$ cat src/rtl/chacha_pkg.sv
// rtl/chacha_pkg.sv - shared types and constants for the ChaCha state generator
//
// Purpose: ChaCha word/state types, the generator FSM encoding and the
//          "expand 32-byte k" (SIGMA) / "expand 16-byte k" (TAU) constants.
// Ports:   none (package).
package chacha_pkg;

  typedef logic [31:0]  word_t;
  typedef logic [511:0] state_t;

  typedef enum logic [1:0] {
    IDLE,
    RUN,
    ERR
  } gen_state_e;

  localparam word_t SIGMA0 = 32'h61707865;
  localparam word_t SIGMA1 = 32'h3320646e;
  localparam word_t SIGMA2 = 32'h79622d32;
  localparam word_t SIGMA3 = 32'h6b206574;

  localparam word_t TAU0 = 32'h61707865;
  localparam word_t TAU1 = 32'h3120646e;
  localparam word_t TAU2 = 32'h79622d36;
  localparam word_t TAU3 = 32'h6b206574;

endpackage

$ cat src/rtl/chacha_state_pack.sv
// rtl/chacha_state_pack.sv - combinational assembly of a 16-word ChaCha input state
//
// Purpose: builds state words 0..15 (word 0 in [511:480]) from constants,
//          key, key size, block counter and nonce.
// Ports:
//   key_i      256  key words 0..7, word 0 in [255:224]
//   key256_i     1  1 = 256-bit key, 0 = 128-bit key in key_i[255:128]
//   counter_i  CTR_WIDTH  block counter
//   nonce_i    NONCE_W    nonce, first word in MSBs
//   state_o    512  assembled state
module chacha_state_pack
  import chacha_pkg::*;
#(
  parameter int CTR_WIDTH = 32,
  localparam int NONCE_W  = 128 - CTR_WIDTH
) (
  input  logic [255:0]           key_i,
  input  logic                   key256_i,
  input  logic [CTR_WIDTH-1:0]   counter_i,
  input  logic [NONCE_W-1:0]     nonce_i,
  output state_t                 state_o
);

  logic [127:0] const_w;
  logic [255:0] key_w;
  logic [127:0] ctr_nonce_w;

  assign const_w = key256_i ? {SIGMA0, SIGMA1, SIGMA2, SIGMA3}
                            : {TAU0, TAU1, TAU2, TAU3};

  // A 128-bit key fills both halves of the key area.
  assign key_w = key256_i ? key_i : {key_i[255:128], key_i[255:128]};

  generate
    if (CTR_WIDTH == 64) begin : g_ctr64
      // Low counter word comes first so word 12 is the fast-moving half.
      assign ctr_nonce_w = {counter_i[31:0], counter_i[63:32], nonce_i};
    end else begin : g_ctr32
      assign ctr_nonce_w = {counter_i, nonce_i};
    end
  endgenerate

  assign state_o = {const_w, key_w, ctr_nonce_w};

endmodule

$ cat src/rtl/chacha_state_gen.sv
// rtl/chacha_state_gen.sv - streams ChaCha block input states for one key/nonce job
//
// Purpose: accepts a job (key, counter, nonce, block count) and emits one
//          512-bit state per accepted transfer, incrementing the counter.
// Ports:
//   clk, reset            clock, asynchronous active-high reset
//   cfg_valid/cfg_ready   job handshake
//   cfg_key, cfg_key256   key and key-size select
//   cfg_counter           initial block counter (CTR_WIDTH)
//   cfg_nonce             nonce (128 - CTR_WIDTH)
//   cfg_nblocks           number of blocks for the job
//   abort                 synchronous job cancel
//   st_valid/st_ready     state stream handshake
//   st_data, st_last      state words 0..15 and final-block flag
//   done                  one-cycle pulse on normal job completion
//   err                   sticky counter-overflow flag
module chacha_state_gen
  import chacha_pkg::*;
#(
  parameter int CTR_WIDTH  = 32,
  parameter int NBLK_WIDTH = 16,
  localparam int NONCE_W   = 128 - CTR_WIDTH
) (
  input  logic                  clk,
  input  logic                  reset,
  input  logic                  cfg_valid,
  output logic                  cfg_ready,
  input  logic [255:0]          cfg_key,
  input  logic                  cfg_key256,
  input  logic [CTR_WIDTH-1:0]  cfg_counter,
  input  logic [NONCE_W-1:0]    cfg_nonce,
  input  logic [NBLK_WIDTH-1:0] cfg_nblocks,
  input  logic                  abort,
  output logic                  st_valid,
  input  logic                  st_ready,
  output logic [511:0]          st_data,
  output logic                  st_last,
  output logic                  done,
  output logic                  err
);

  gen_state_e            state_q;
  logic [255:0]          key_q;
  logic                  key256_q;
  logic [CTR_WIDTH-1:0]  ctr_q;
  logic [CTR_WIDTH-1:0]  ctr_d;
  logic [NONCE_W-1:0]    nonce_q;
  logic [NBLK_WIDTH-1:0] rem_q;
  logic [NBLK_WIDTH-1:0] rem_d;
  logic                  st_valid_q;
  logic                  st_last_q;
  logic                  done_q;
  logic                  err_q;
  state_t                packed_state;

  assign ctr_d = ctr_q + CTR_WIDTH'(1);
  assign rem_d = rem_q - NBLK_WIDTH'(1);

  assign cfg_ready = (state_q != RUN) && !abort;

  chacha_state_pack #(
    .CTR_WIDTH (CTR_WIDTH)
  ) u_pack (
    .key_i     (key_q),
    .key256_i  (key256_q),
    .counter_i (ctr_q),
    .nonce_i   (nonce_q),
    .state_o   (packed_state)
  );

  // Latched fields only change on a transfer, so the output is stable under
  // backpressure; gating keeps st_data at zero whenever nothing is offered.
  assign st_data  = st_valid_q ? packed_state : '0;
  assign st_valid = st_valid_q;
  assign st_last  = st_last_q;
  assign done     = done_q;
  assign err      = err_q;

  always_ff @(posedge clk or posedge reset) begin
    if (reset) begin
      state_q    <= IDLE;
      key_q      <= '0;
      key256_q   <= 1'b0;
      ctr_q      <= '0;
      nonce_q    <= '0;
      rem_q      <= '0;
      st_valid_q <= 1'b0;
      st_last_q  <= 1'b0;
      done_q     <= 1'b0;
      err_q      <= 1'b0;
    end else begin
      done_q <= 1'b0;
      if (abort) begin
        state_q    <= IDLE;
        st_valid_q <= 1'b0;
        st_last_q  <= 1'b0;
        err_q      <= 1'b0;
      end else begin
        case (state_q)
          IDLE, ERR: begin
            if (cfg_valid) begin
              key_q    <= cfg_key;
              key256_q <= cfg_key256;
              ctr_q    <= cfg_counter;
              nonce_q  <= cfg_nonce;
              rem_q    <= cfg_nblocks;
              err_q    <= 1'b0;
              if (cfg_nblocks != '0) begin
                state_q    <= RUN;
                st_valid_q <= 1'b1;
                st_last_q  <= (cfg_nblocks == NBLK_WIDTH'(1));
              end else begin
                state_q <= IDLE;
                done_q  <= 1'b1;
              end
            end
          end
          RUN: begin
            if (st_ready) begin
              if (rem_q == NBLK_WIDTH'(1)) begin
                state_q    <= IDLE;
                st_valid_q <= 1'b0;
                st_last_q  <= 1'b0;
                done_q     <= 1'b1;
              end else if (&ctr_q) begin
                // More blocks wanted but the counter would wrap: stop here.
                state_q    <= ERR;
                st_valid_q <= 1'b0;
                st_last_q  <= 1'b0;
                err_q      <= 1'b1;
              end else begin
                ctr_q     <= ctr_d;
                rem_q     <= rem_d;
                st_last_q <= (rem_q == NBLK_WIDTH'(2));
              end
            end
          end
          default: begin
            state_q <= IDLE;
          end
        endcase
      end
    end
  end

endmodule

$ cat config.mk
export PLATFORM = sky130hd
export DESIGN_NAME = chacha_state_gen
export DESIGN_NICKNAME = d
export VERILOG_FILES = /design/src/rtl/chacha_pkg.sv /design/src/rtl/chacha_state_pack.sv /design/src/rtl/chacha_state_gen.sv
export SDC_FILE = /design/constraint.sdc
export NUM_CORES = 1
export LEC_CHECK = 0
export CAP_MARGIN = 10
export CORE_AREA = 2 2 357 359
export CTS_CLUSTER_DIAMETER = 60
export CTS_CLUSTER_SIZE = 40
export DETAILED_ROUTE_END_ITERATION = 6
export DIE_AREA = 0 0 359 361
export PLACE_DENSITY = 0.47
export SYNTH_ARGS = -nofsm -noshare
export SYNTH_HDL_FRONTEND = slang
export SYNTH_SLANG_ARGS = --single-unit
$ cat constraint.sdc
create_clock -name clk -period 18.7 [get_ports clk]
set_clock_uncertainty 0.15 [all_clocks]
set_input_delay 2.805 -clock clk [delete_from_list [all_inputs] [get_ports clk]]
set_output_delay 2.805 -clock clk [all_outputs]
set_load 0.005 [all_outputs]
== After elaboration in Yosys (flattened, before gate mapping) ==
Cells that the tools add are included.
Storage, ports and cells
  bits in registers: 407
  output and inout port bits: 517
  logic and storage cells: 89
Operators by class
  $add $sub $neg: 2
  eq/ne operators: 16
  multiplexer cells: 46
  bitwise logic cells: 1
  reductions and logical operators: 14
Operators with widths (count)
  two-way mux 511 bit: 1
  two-way mux 128 bit: 1
  two-way mux 32 bit: 4
  two-way mux 90 bit: 1
  two-way mux 16 bit: 4
  case mux 32 bit (2 select lines): 1
  adder 32 x 1 -> 32 bit (second input constant): 1
  equality test 16 x 1 -> 1 bit (second input constant): 2
  case mux 16 bit (2 select lines): 1
  AND reduction 32 bit: 1
  two-way mux 1 bit: 23
  equality test 16 x 2 -> 1 bit (second input constant): 1
  nonzero test 16 bit: 1
  subtractor 16 x 1 -> 16 bit (second input constant): 1
  inequality test 3 bit (second input constant): 5
  two-way mux 2 bit: 5
  AND reduction 5 bit: 2
  inequality test 2 bit (second input constant): 4
  case mux 1 bit (2 select lines): 4
  AND reduction 3 bit: 2
  AND reduction 6 bit: 1
  inequality test 4 bit (second input constant): 1
  case mux 2 bit (2 select lines): 1
  AND reduction 4 bit: 1
  10 further kinds: 10

== Longest topological paths before layout ==
  depth after elaboration: 6
  depth in mapped cells: 9

== By module ==
A second synthesis with hierarchy kept.
Unflattened totals
  cell total of the unflattened synthesis: 2267
  area total of the unflattened synthesis: 24413.4 µm²
Modules (own cells, without submodules)
  chacha_state_gen: instances 1, cells each 1739, area an instance 19934.1 µm², seq. area each 10184.8 µm²
  chacha_state_pack: instances 1, cells each 528, area an instance 4479.3 µm², seq. area each 0.0 µm²

== Worst setup path before layout ==
OpenSTA, ideal clock, no wires.
  path kind: input -> output
  start point: in abort
  end point: out cfg_ready
  arrival time: 3.145 ns
  required time: 15.745 ns
  setup slack: 12.600 ns
  stages: 2
  path buffers: 1
  cell sequence: clkbuf_1 nor2_1
Between the ends
  longest elaborated chain between the ends: 2
RTL lines
  start, declared: line chacha_state_gen.sv:33  | input logic abort,
  logical NOT 1 bit: line chacha_state_gen.sv:59  | assign cfg_ready = (state_q != RUN) && !abort;
  logical AND 1 bit: line chacha_state_gen.sv:59
  end, declared: line chacha_state_gen.sv:27  | output logic cfg_ready,
Every way passes these cells.

== Worst setup path in the final report ==
  start point: reg st_valid_q (netlist: st_valid)
  end point: out st_data[183]
Between the ends
  longest elaborated chain between the ends: 1
RTL lines
  start, declared: line chacha_state_gen.sv:50  | logic st_valid_q;
  start signal, assigned: line chacha_state_gen.sv:87  | st_valid_q <= 1'b0;
  start signal, assigned: line chacha_state_gen.sv:95  | st_valid_q <= 1'b0;
  start signal, assigned: line chacha_state_gen.sv:110  | st_valid_q <= 1'b1;
  two-way mux 511 bit: line chacha_state_gen.sv:73  | assign st_data = st_valid_q ? packed_state : '0;
  end, declared: line chacha_state_gen.sv:36  | output logic [511:0] st_data,
Every way passes these cells.

==> Implementation_results.wiki <==
{| class="wikitable"
! Metric !! Value
|-
| Run status || complete, no violations
|-
| Total placed cells including tap cells || ~5000
|-
| Iteration count of the initial detailed-routing pass || 5
|-
| Net Sw Frac || 0.347
|-
| FF/Latch Area || 10200 sq um
|-
| Number of flip-flops and latches in the synthesized netlist || between 400 and 500
|-
| Critical path's largest stage delay || about 1.0 ns
|-
| Critical path arrival || between 4 and 5 ns
|-
| Critical path's slowest cell || sky130_fd_sc_hd__dfrtp_4
|-
| Number of sinks driven by the clock tree || slightly above 400
|-
| Total wirelength of the detailed-routed design || between 90000 and 100000 microns
|-
| Number of logic stages on the critical path including buffering || 5
|-
| Setup violators final || 0
|-
| Reg clk slew, reported paths || around 0.060 ns
|-
| Post-CTS Resized || 0
|-
| Cell taking the most area after synthesis || sky130_fd_sc_hd__dfrtp_1
|-
| Later-pin clock latency in the skew report || 0.62 ns
|-
| Required time of the worst setup path || 15.75 ns
|-
| H-tree level count || 3
|-
| Die area || around 130000 sq um
|-
| Number of instances on the worst hold path || 2
|-
| Netlist Area Pre-Place || 21500 sq um
|-
| Number of top-level pins || around 920
|-
| Maximum number of buffers from clock root to sink || 3
|-
| Class of the most critical setup path || register to output port
|-
| Final Max Tran Viols || 0
|-
| Post-DR wirelength/cell || ~18 microns
|-
| Part of the Yosys area used for sequential elements || 0.473
|-
| Gate count of the mapped netlist || about 2600
|-
| Number of synthesized flops with an enable pin || 0
|-
| Syn_area_per_cell || between 8 and 9 sq um
|-
| RSZ-0062 raised after global routing || false
|-
| Horizontal extent of the die || between 300 and 400 microns
|-
| Non-filler instance count after layout || 5062
|-
| First-pass GRT wire length || between 100000 and 150000 microns
|-
| Critical path cell sequence || buf_4, buf_4, buf_4, nor2b_1, clkdlybuf4s50_1
|-
| Synth async-reset ratio || 1.00
|-
| Clock root buffer master || sky130_fd_sc_hd__clkbuf_16
|-
| GP Congestion || 0.863
|-
| Area of combinational cells with multiple inputs || about 10000 sq um
|-
| Comb power frac || 0.309
|-
| Endpoint kind of the worst setup timing path || output port
|-
| Average via count per standard cell || ~3.9
|-
| Top cell type's share of synthesized area || 0.473
|-
| Sum of negative setup slack || 0 ns
|-
| Net count of the finished layout || approximately 3800
|-
| Maximum net fanout on the critical path || 115
|-
| Number of buffers inserted to repair setup after CTS || 0
|-
| Distinct cell type count of the synthesized netlist || between 40 and 50
|-
| Final Power || approximately 4 mW
|-
| Cell leakage power || 14.8 nW
|-
| Number of global-route vias before repair || 19805
|-
| Seq pwr share || 0.358
|-
| Remaining antenna violation count || 0
|-
| Cells on worst reg2reg path || 6
|-
| CTS hold repair buffers || 0
|-
| Combined global-route utilization of all metal layers || 0.137
|-
| Initial DRC Count || 1059
|-
| Count of buffering cells on the critical path with inverters included || 4
|-
| Peak ir drop on the vdd network || approximately 0.056 mV
|-
| DRC viols || 0
|-
| Total overflow reported by the global router || 0
|-
| Count of synthesis-stage warnings from yosys || 0
|-
| Slew headroom || 0.275
|-
| NetSw || 1.38 mW
|-
| Timing-limited maximum frequency || 0.131 GHz
|-
| Maxcap violations || 0
|-
| Period utilization || 0.407
|-
| Total power density per cell area || approximately 120 nW/um^2
|-
| Period minus WS final || between 7 and 8 ns
|-
| Clock network fraction of total power || 0.333
|-
| TritonCTS clock tree || yes
|-
| Half-perimeter wire length after placement || 67000 microns
|-
| Slew @ Worst Pin || between 1 and 1.5 ns
|-
| Worst hold slack || 0.312 ns
|-
| Final Worst Setup Slack || roughly 11 ns
|-
| Leading register cell type out of synthesis || sky130_fd_sc_hd__dfrtp_1
|-
| TritonCTS Buffers || between 60 and 70
|-
| Initial antenna violation count || 6
|-
| Ranking of synthesized cells by area || sky130_fd_sc_hd__dfrtp_1 (47%), sky130_fd_sc_hd__nand2_1 (20%), sky130_fd_sc_hd__and2_1 (7.6%)
|-
| Class of the tightest hold or removal check || register to register
|-
| Count of buffers from port buffering || roughly 850
|-
| Cell occurring most often along the worst timing path || sky130_fd_sc_hd__buf_4
|-
| Die height || about 360 microns
|-
| Largest net degree at the start of global routing || between 100 and 150
|-
| Filler cell count || 13639
|-
| Worst setup timing slack at the placement stage || roughly 11 ns
|-
| Standard cell core area || 125000 sq um
|-
| Total via count in the routed design || around 20000
|-
| P&R area growth vs syn || 54.9%
|-
| Hold Vio Cnt, Final || 0
|-
| Number of placement rows || 130
|-
| Internal || around 2.6 mW
|-
| Share of final-layout standard cells stronger than drive strength 1 || 0.0528
|-
| CP top delay family || buffers and inverters
|-
| Startpoint type of the worst setup path || register
|-
| Initial cell density of the core || 0.172
|}
[cells by family after synthesis]
kind of cell / Yosys count / share of synthesized area
other: 1 / 0.000174
buffers and inverters: 297 / 0.0758
AO/OA/AOI/OAI: 171 / 0.0502
AND/OR/NAND/NOR: 1626 / 0.338
multiplexers: 129 / 0.0600
flip-flops: 407 / 0.473
adder cells (fa/ha/maj): 4 / 0.00233
[power by group through the flow]
| stage | logic (mW) | clock network, mW | registers (mW) |
|---|---|---|---|
| 2_1_floorplan | 0.718 | 0 | 1.32 |
| 3_3_place_gp | 1.24 | 0 | 1.44 |
| 4_1_cts | 1.25 | 1.38 | 1.43 |
| 5_1_grt | 1.37 | 1.41 | 1.47 |
| 3_5_place_dp | 1.25 | 0 | 1.44 |
| 6_report | 1.23 | 1.32 | 1.43 |
[sequential cells by signal, summed over array words and instances, names as in the netlist, 2 cells and up]
name / flops
key_q: 256
rem_q: 16
ctr_q: 32
nonce_q: 96
state_q: 2
[synth_stat cells (all sizes together), types with 6 or more instances]
master,count
a21oi,80
a31oi,6
and2,261
buf,152
clkbuf,139
dfrtp,407
inv,6
mux2i,129
nand2,1120
nand2b,9
nand3,27
nand4,11
nor2,25
nor2b,133
nor3,15
o21ai,44
o22ai,17
[layout by cell type (no fill, tap or decap), types with 6 or more instances in the layout]
| cell | Yosys | layout |
|---|---|---|
| sky130_fd_sc_hd__nand2_1 | 1120 | 1120 |
| sky130_fd_sc_hd__clkdlybuf4s50_1 | 0 | 851 |
| sky130_fd_sc_hd__dfrtp_1 | 407 | 405 |
| sky130_fd_sc_hd__and2_1 | 261 | 261 |
| sky130_fd_sc_hd__nor2b_1 | 133 | 131 |
| sky130_fd_sc_hd__mux2i_1 | 129 | 129 |
| sky130_fd_sc_hd__conb_1 | 1 | 71 |
| sky130_fd_sc_hd__clkbuf_16 | 0 | 67 |
| sky130_fd_sc_hd__a21oi_1 | 50 | 50 |
| sky130_fd_sc_hd__o21ai_0 | 44 | 44 |
| sky130_fd_sc_hd__a21oi_2 | 30 | 30 |
| sky130_fd_sc_hd__nand3_1 | 27 | 27 |
| sky130_fd_sc_hd__nor2_1 | 25 | 25 |
| sky130_fd_sc_hd__buf_4 | 126 | 23 |
| sky130_fd_sc_hd__o22ai_1 | 17 | 17 |
| sky130_fd_sc_hd__nor3_1 | 15 | 15 |
| sky130_fd_sc_hd__nand4_1 | 11 | 11 |
| sky130_fd_sc_hd__inv_6 | 0 | 10 |
| sky130_fd_sc_hd__inv_8 | 0 | 9 |
| sky130_fd_sc_hd__nand2b_1 | 9 | 8 |
| sky130_fd_sc_hd__bufinv_16 | 0 | 7 |
| sky130_fd_sc_hd__a31oi_1 | 6 | 6 |
| sky130_fd_sc_hd__clkbuf_8 | 0 | 6 |
[stage by stage]
stage,util,instance area [sq um]
final,0.266,33300
after detailed placement,0.247,31000
after global routing,0.266,33300
after global placement,0.247,31000
after CTS,0.266,33300
after floorplan,-,21800
[worst reg2reg max path, stage by stage, from the launching register on]
cell                       delay [ns]
sky130_fd_sc_hd__dfrtp_1         0.59
sky130_fd_sc_hd__nor2b_1         0.20
sky130_fd_sc_hd__nand2b_4        0.69
sky130_fd_sc_hd__buf_4           0.85
sky130_fd_sc_hd__buf_4           0.78
sky130_fd_sc_hd__nand2_1         0.27
sky130_fd_sc_hd__nand2_1         0.10
[per-layer routing]
layer | share of wire | track usage
met4 | 0.022 | 0.0429
met2 | 0.49 | 0.232
met1 | 0.42 | 0.166
met5 | 0.00020 | 0
met3 | 0.072 | 0.0405
[layout make-up]
cell class / count / share of cell area
clock buffer: 77 / 0.0532
multi-input combinational: 2001 / 0.300
inverter: 6 / 0.000900
timing repair buffer: 875 / 0.261
tap: 1650 / 0.0619
clock inverter: 43 / 0.0172
antenna: 3 / 0.000225
sequential: 407 / 0.306
[final timing paths]
| path | from | end | slack [ns] |
|---|---|---|---|
| max | st_valid$_DFFE_PP0P_ | st_data[183] | 11.09 |
| min | nonce_q[60]$_DFFE_PP0P_ | nonce_q[60]$_DFFE_PP0P_ | 0.31 |
| max reg2reg | state_q[0]$_DFFE_PP0P_ | key_q[95]$_DFFE_PP0P_ | 15.02 |
| min reg2reg | nonce_q[60]$_DFFE_PP0P_ | nonce_q[60]$_DFFE_PP0P_ | 0.31 |
| max in group asynchronous | reset | key_q[243]$_DFFE_PP0P_ | 13.35 |
| min in group asynchronous | reset | key_q[18]$_DFFE_PP0P_ | 2.55 |
No activity file was read; power rests on OpenSTA's default activity.
